$ cat src/rtl/vga_draw_pkg.sv
// Shared types and screen constants for the VGA draw scheduler.
package vga_draw_pkg;

  localparam int X_MAX = 160;
  localparam int Y_MAX = 120;

  typedef enum logic [2:0] {
    S_IDLE,
    S_CLEAR,
    S_DRAW,
    S_DONE,
    S_FAULT
  } state_e;

  typedef struct packed {
    logic [7:0] x;
    logic [6:0] y;
    logic [2:0] colour;
    logic       plot;
  } pixel_t;

  function automatic logic px_visible(input pixel_t p, input int x_lim, input int y_lim);
    return p.plot && (int'(p.x) < x_lim) && (int'(p.y) < y_lim);
  endfunction

endpackage

$ cat src/rtl/vga_draw_scheduler_pixel_clip_reg.sv
// Registered mux + screen clip for the shared VGA pixel port.
module pixel_clip_reg #(
  parameter int X_LIM = 160,
  parameter int Y_LIM = 120
) (
  input  logic                 clk,
  input  logic                 rst_n,
  input  vga_draw_pkg::pixel_t pix_a_i,
  input  vga_draw_pkg::pixel_t pix_b_i,
  input  logic                 en_i,
  input  logic                 sel_b_i,
  output vga_draw_pkg::pixel_t pix_o
);
  import vga_draw_pkg::*;

  pixel_t src_d;
  pixel_t pix_q;
  logic   keep_d;

  always_comb begin
    src_d  = sel_b_i ? pix_b_i : pix_a_i;
    keep_d = en_i && px_visible(src_d, X_LIM, Y_LIM);
  end

  // Coordinates and colour hold their last forwarded value whenever nothing is plotted.
  always_ff @(posedge clk) begin
    if (!rst_n) begin
      pix_q <= '0;
    end else if (keep_d) begin
      pix_q <= src_d;
    end else begin
      pix_q.plot <= 1'b0;
    end
  end

  assign pix_o = pix_q;

endmodule

$ cat src/rtl/vga_draw_scheduler.sv
// Sequences clear and draw engines and shares the VGA pixel port between them.
module vga_draw_scheduler #(
  parameter int X_MAX   = vga_draw_pkg::X_MAX,
  parameter int Y_MAX   = vga_draw_pkg::Y_MAX,
  parameter int TIMEOUT = 65535
) (
  input  logic        clk,
  input  logic        rst_n,
  input  logic        start,
  input  logic        skip_clear,
  output logic        done,
  output logic        error,
  output logic        clr_start,
  input  logic        clr_done,
  input  logic [7:0]  clr_x,
  input  logic [6:0]  clr_y,
  input  logic [2:0]  clr_colour,
  input  logic        clr_plot,
  output logic        drw_start,
  input  logic        drw_done,
  input  logic [7:0]  drw_x,
  input  logic [6:0]  drw_y,
  input  logic [2:0]  drw_colour,
  input  logic        drw_plot,
  output logic [7:0]  vga_x,
  output logic [6:0]  vga_y,
  output logic [2:0]  vga_colour,
  output logic        vga_plot,
  output logic [14:0] plot_count
);
  import vga_draw_pkg::*;

  localparam logic [15:0] WD_LAST = 16'(TIMEOUT - 1);
  localparam logic [14:0] CNT_MAX = '1;

  state_e      state_q, state_d;
  logic [15:0] wdog_q, wdog_d;
  logic [14:0] cnt_q;
  logic        clr_start_q, drw_start_q, done_q, error_q;
  pixel_t      clr_px, drw_px, vga_px;
  logic        fwd_en, fwd_drw;

  assign clr_px  = {clr_x, clr_y, clr_colour, clr_plot};
  assign drw_px  = {drw_x, drw_y, drw_colour, drw_plot};
  assign fwd_en  = (state_q == S_CLEAR) || (state_q == S_DRAW);
  assign fwd_drw = (state_q == S_DRAW);

  // An engine's done wins over a simultaneous watchdog expiry.
  always_comb begin
    state_d = state_q;
    wdog_d  = wdog_q;
    case (state_q)
      S_IDLE: begin
        if (start) begin
          wdog_d  = '0;
          state_d = skip_clear ? S_DRAW : S_CLEAR;
        end
      end
      S_CLEAR: begin
        if (clr_done) begin
          state_d = S_DRAW;
          wdog_d  = '0;
        end else if (wdog_q == WD_LAST) begin
          state_d = S_FAULT;
        end else begin
          wdog_d = wdog_q + 16'd1;
        end
      end
      S_DRAW: begin
        if (drw_done) begin
          state_d = S_DONE;
        end else if (wdog_q == WD_LAST) begin
          state_d = S_FAULT;
        end else begin
          wdog_d = wdog_q + 16'd1;
        end
      end
      S_DONE, S_FAULT: begin
        if (!start) state_d = S_IDLE;
      end
      default: state_d = S_IDLE;
    endcase
  end

  // Control outputs are registered from the next state so they line up with state_q.
  always_ff @(posedge clk) begin
    if (!rst_n) begin
      state_q     <= S_IDLE;
      wdog_q      <= '0;
      cnt_q       <= '0;
      clr_start_q <= 1'b0;
      drw_start_q <= 1'b0;
      done_q      <= 1'b0;
      error_q     <= 1'b0;
    end else begin
      state_q     <= state_d;
      wdog_q      <= wdog_d;
      clr_start_q <= (state_d == S_CLEAR);
      drw_start_q <= (state_d == S_DRAW);
      done_q      <= (state_d == S_DONE) || (state_d == S_FAULT);
      error_q     <= (state_d == S_FAULT);
      if ((state_q == S_IDLE) && start) begin
        cnt_q <= '0;
      end else if (vga_px.plot && (cnt_q != CNT_MAX)) begin
        cnt_q <= cnt_q + 15'd1;
      end
    end
  end

  pixel_clip_reg #(
    .X_LIM(X_MAX),
    .Y_LIM(Y_MAX)
  ) u_clip (
    .clk    (clk),
    .rst_n  (rst_n),
    .pix_a_i(clr_px),
    .pix_b_i(drw_px),
    .en_i   (fwd_en),
    .sel_b_i(fwd_drw),
    .pix_o  (vga_px)
  );

  assign clr_start  = clr_start_q;
  assign drw_start  = drw_start_q;
  assign done       = done_q;
  assign error      = error_q;
  assign plot_count = cnt_q;
  assign vga_x      = vga_px.x;
  assign vga_y      = vga_px.y;
  assign vga_colour = vga_px.colour;
  assign vga_plot   = vga_px.plot;

endmodule
$ cat config.mk
export PLATFORM = sky130hd
export DESIGN_NAME = vga_draw_scheduler
export DESIGN_NICKNAME = d
export VERILOG_FILES = /design/src/rtl/vga_draw_pkg.sv /design/src/rtl/vga_draw_scheduler_pixel_clip_reg.sv /design/src/rtl/vga_draw_scheduler.sv
export SDC_FILE = /design/constraint.sdc
export NUM_CORES = 1
export LEC_CHECK = 0
export CAP_MARGIN = 25
export CORE_MARGIN = 3
export CORE_UTILIZATION = 40
export CTS_BUF_LIST = sky130_fd_sc_hd__clkbuf_16
export DETAILED_ROUTE_END_ITERATION = 10
export PLACE_DENSITY = 0.71
export SETUP_SLACK_MARGIN = 0.15
export SLEW_MARGIN = 15
export SYNTH_ARGS = -nofsm -noshare
export SYNTH_HDL_FRONTEND = slang
export SYNTH_SLANG_ARGS = --single-unit
$ cat constraint.sdc
create_clock -name clk -period 2 [get_ports clk]
set_input_delay 0.4 -clock clk [delete_from_list [all_inputs] [get_ports clk]]
set_output_delay 0.4 -clock clk [all_outputs]
set_load 0.02 [all_outputs]
==> summary.txt <==
Outcome: finished clean
DR pass1 iterations: 4
Leak: 1.75 nW
Clock buffer count from CTS: 9
Clock Skews: 0.00557 ns
Cell row count: 30
Fin crit period: 1.82 ns
Setup Viol. Count Final: 0
CP max-delay cell: clkdlybuf4s50_1
PwrDens: 854 mW/mm²
Crit path cell chain: clkdlybuf4s50_1
Bufs and invs on worst path: 1
H-tree depth: 3
Final Hold Vio Count: 0
Non-filler cells, final: 499
Worst Setup End Kind: primary output
Congestion Overflow GR: 0
Largest stage delay, worst path: 0.66 ns
Post-Syn Instances: 297
Synth unique cells: 49
First-pass GRT wire length: 11,200 µm
Post-synth ARST share: 0%
Hpwl dp: 4900 µm
Critical Path AT: 1.42 ns
Hold wc startpoint: plot_count[14]$_SDFFE_PP0P_
Worst Path Max Fanout: 6
Die Area: 0.00812 mm²
Synth Net Count: 344
Synth area leader: dfxtp_1
N_diodes: 0
Seq. cell area: 0.00114 mm²
Critical Path Source: plot_count[9]$_SDFFE_PP0P_
Avg Cell Area, Syn: 9.53 µm²
Flops & latches, synth: 57
I/O pin total: 82
Fin crit share: 90.8%
Critical Path RT: 1.60 ns
Synth area leaders: dfxtp_1, mux2i_1, o211a_1
Final WL: 6620 µm
Synth warn: 0
Total GRT Usage: 16.6%
Worst reg2reg setup slack: 0.25 ns
RSZ-0062 raised after global routing: yes
Reg-to-Reg End: wdog_q[13]$_SDFFE_PN0P_
Worst slack, placed: -0.163 ns
# port buffers: 81
Pin count of the biggest net entering global routing: 27
# fillers: 616
Share of layout cells above drive strength 1: 14.4%
Clk sinks: 57
Antenna violations before repair: 0
Worst-margin pin slew: 0.448 ns
Max-Slew Margin vs Limit: 70.1%
Die Wd: 90.1 µm
Worst Setup Start Kind: register
Multi-input logic area: 0.00165 mm²
Crit-path leading delay family: buffers and inverters
Dominant register cell in the synthesized netlist: dfxtp_1
CP Class: register to primary output
Avg Vias per Cell: 5.08
Critical path endpoint: plot_count[9]
GP Congestion: 0.803
Die Ht: 90.1 µm
Yosys top cell area share: 40.3%
Peak Freq: 551 MHz
Antenna-violating nets left: 0
Post-synth EDFFs: 0
Area of the core: 0.00683 mm²
Dpl cells: 482
Clk_lat worst skew: 0.32 ns
Syn-to-layout area delta: 48.9%
Worst r2r path cells: 5
Total stage count of the critical path: 1
Fin. max-slew vios: 0
CTS tree: done
Layout Nets: 445
Initial Util: 41.4%
WL per Instance: 13.3 µm
Hold Crit Class: register to register
Max-cap violations: 0
Seq/Total Area, Yosys: 40.3%
Remaining DRCs: 0
Max VDD drop: 0.538 mV
Root Buffer: clkbuf_16
CTS max path bufs: 2
Synth cell count leaders: dfxtp_1, nor2_1, nand2_1
Worst setup margin: 0.183 ns
Via count: 2,536
DRT iter0 DRCs: 59
Mapped Area: 0.00283 mm²
CTS hold repair buffers: 0
Reg2reg start: wdog_q[4]$_SDFFE_PN0P_
Most common cell in the netlist: dfxtp_1
Vias in the first global route: 2,528
Worst-path clk slew: 0.05 ns
[timing repair]
action / 4_1_cts / 5_1_grt
setup endpoints to repair: 0 / 29
endpoints found under the hold margin: 0 / 0
gates resized for setup: 0 / 10
setup buffers: 0 / 1
[registers in the layout (all words and copies together), names as in the netlist]
register / cells
drw_start: 1
clr_start: 1
state_q: 3
wdog_q: 16
error: 1
plot_count: 15
u_clip.pix_o: 19
done: 1
[final cells by class]
type                            instances  share of cell area, %
Clock inverter                          7                   1.45
Inverter                                6                  0.534
Multi-Input combinational cell        221                   39.2
Clock buffer                            9                   5.34
Sequential cell                        57                   27.1
Timing Repair Buffer                  103                   23.6
Tap cell                               96                   2.85
[cell families (layout without fill, tap and decap cells)]
logic type	Yosys count	after routing	share of synthesized area (%)
AO/OA/AOI/OAI	55	55	16.8
XOR/XNOR	23	23	7.11
adder cells (fa/ha/maj)	3	3	1.33
buffers and inverters	19	125	3.05
flip-flops	57	57	40.3
multiplexers	21	21	7.47
AND/OR/NAND/NOR	119	119	23.9
[layer usage]
layer	routed length, µm	vias up	GRT usage (%)
li1	-	1280	-
met1	2860	1170	18.9
met2	3080	77	26.8
met3	613	9	8.28
met4	75	0	5.99
met5	0	-	0
[power breakdown]
group | switching (W) | internal, W
logic | 0.000410 | 0.000439
registers | 0.0000648 | 0.00123
clock network | 0.000511 | 0.000948
[through the flow]
| stage | setup TNS [ns] | hold slack (ns) | util (%) | instance area [µm²] | power, W |
|---|---|---|---|---|---|
| 6_report | 0 | 0.491 | 61.7 | 4220 | 0.00360 |
| 4_1_cts | 0 | 0.499 | 60.9 | 4160 | 0.00363 |
| 2_1_floorplan | 0 | 0.472 | - | 2830 | 0.00179 |
| 3_5_place_dp | -2.45 | 0.484 | 56.7 | 3870 | 0.00215 |
| 3_3_place_gp | -1.09 | 0.477 | 56.7 | 3870 | 0.00214 |
| 5_1_grt | 0 | 0.513 | 61.7 | 4220 | 0.00377 |
[layout by cell type (no fill, tap or decap), types with 4 or more instances in the layout]
master / n
nand3b_1: 4
inv_1: 6
clkdlybuf4s50_1: 79
xnor2_1: 11
o211a_1: 18
a21oi_1: 9
nand3_1: 13
o21ai_0: 5
and3_1: 6
buf_4: 21
mux2i_1: 20
clkinv_2: 4
clkbuf_16: 9
or3_1: 4
xor2_1: 12
nor2_1: 32
nand4_1: 11
dfxtp_1: 56
nand2_1: 25
and2_1: 4
[worst min-delay path by stage]
| stage | endpoint | depth (start not counted) |
|---|---|---|
| after floorplan | wdog_q[7]$_SDFFE_PN0P_ | 2 |
| after global placement | u_clip.pix_o[1]$_SDFFE_PN0P_ | 1 |
| after detailed placement | u_clip.pix_o[5]$_SDFFE_PN0P_ | 1 |
| after CTS | plot_count[14]$_SDFFE_PP0P_ | 2 |
| after global routing | u_clip.pix_o[9]$_SDFFE_PN0P_ | 1 |
| final | plot_count[14]$_SDFFE_PP0P_ | 2 |
Power figures use the tool's default switching activity.
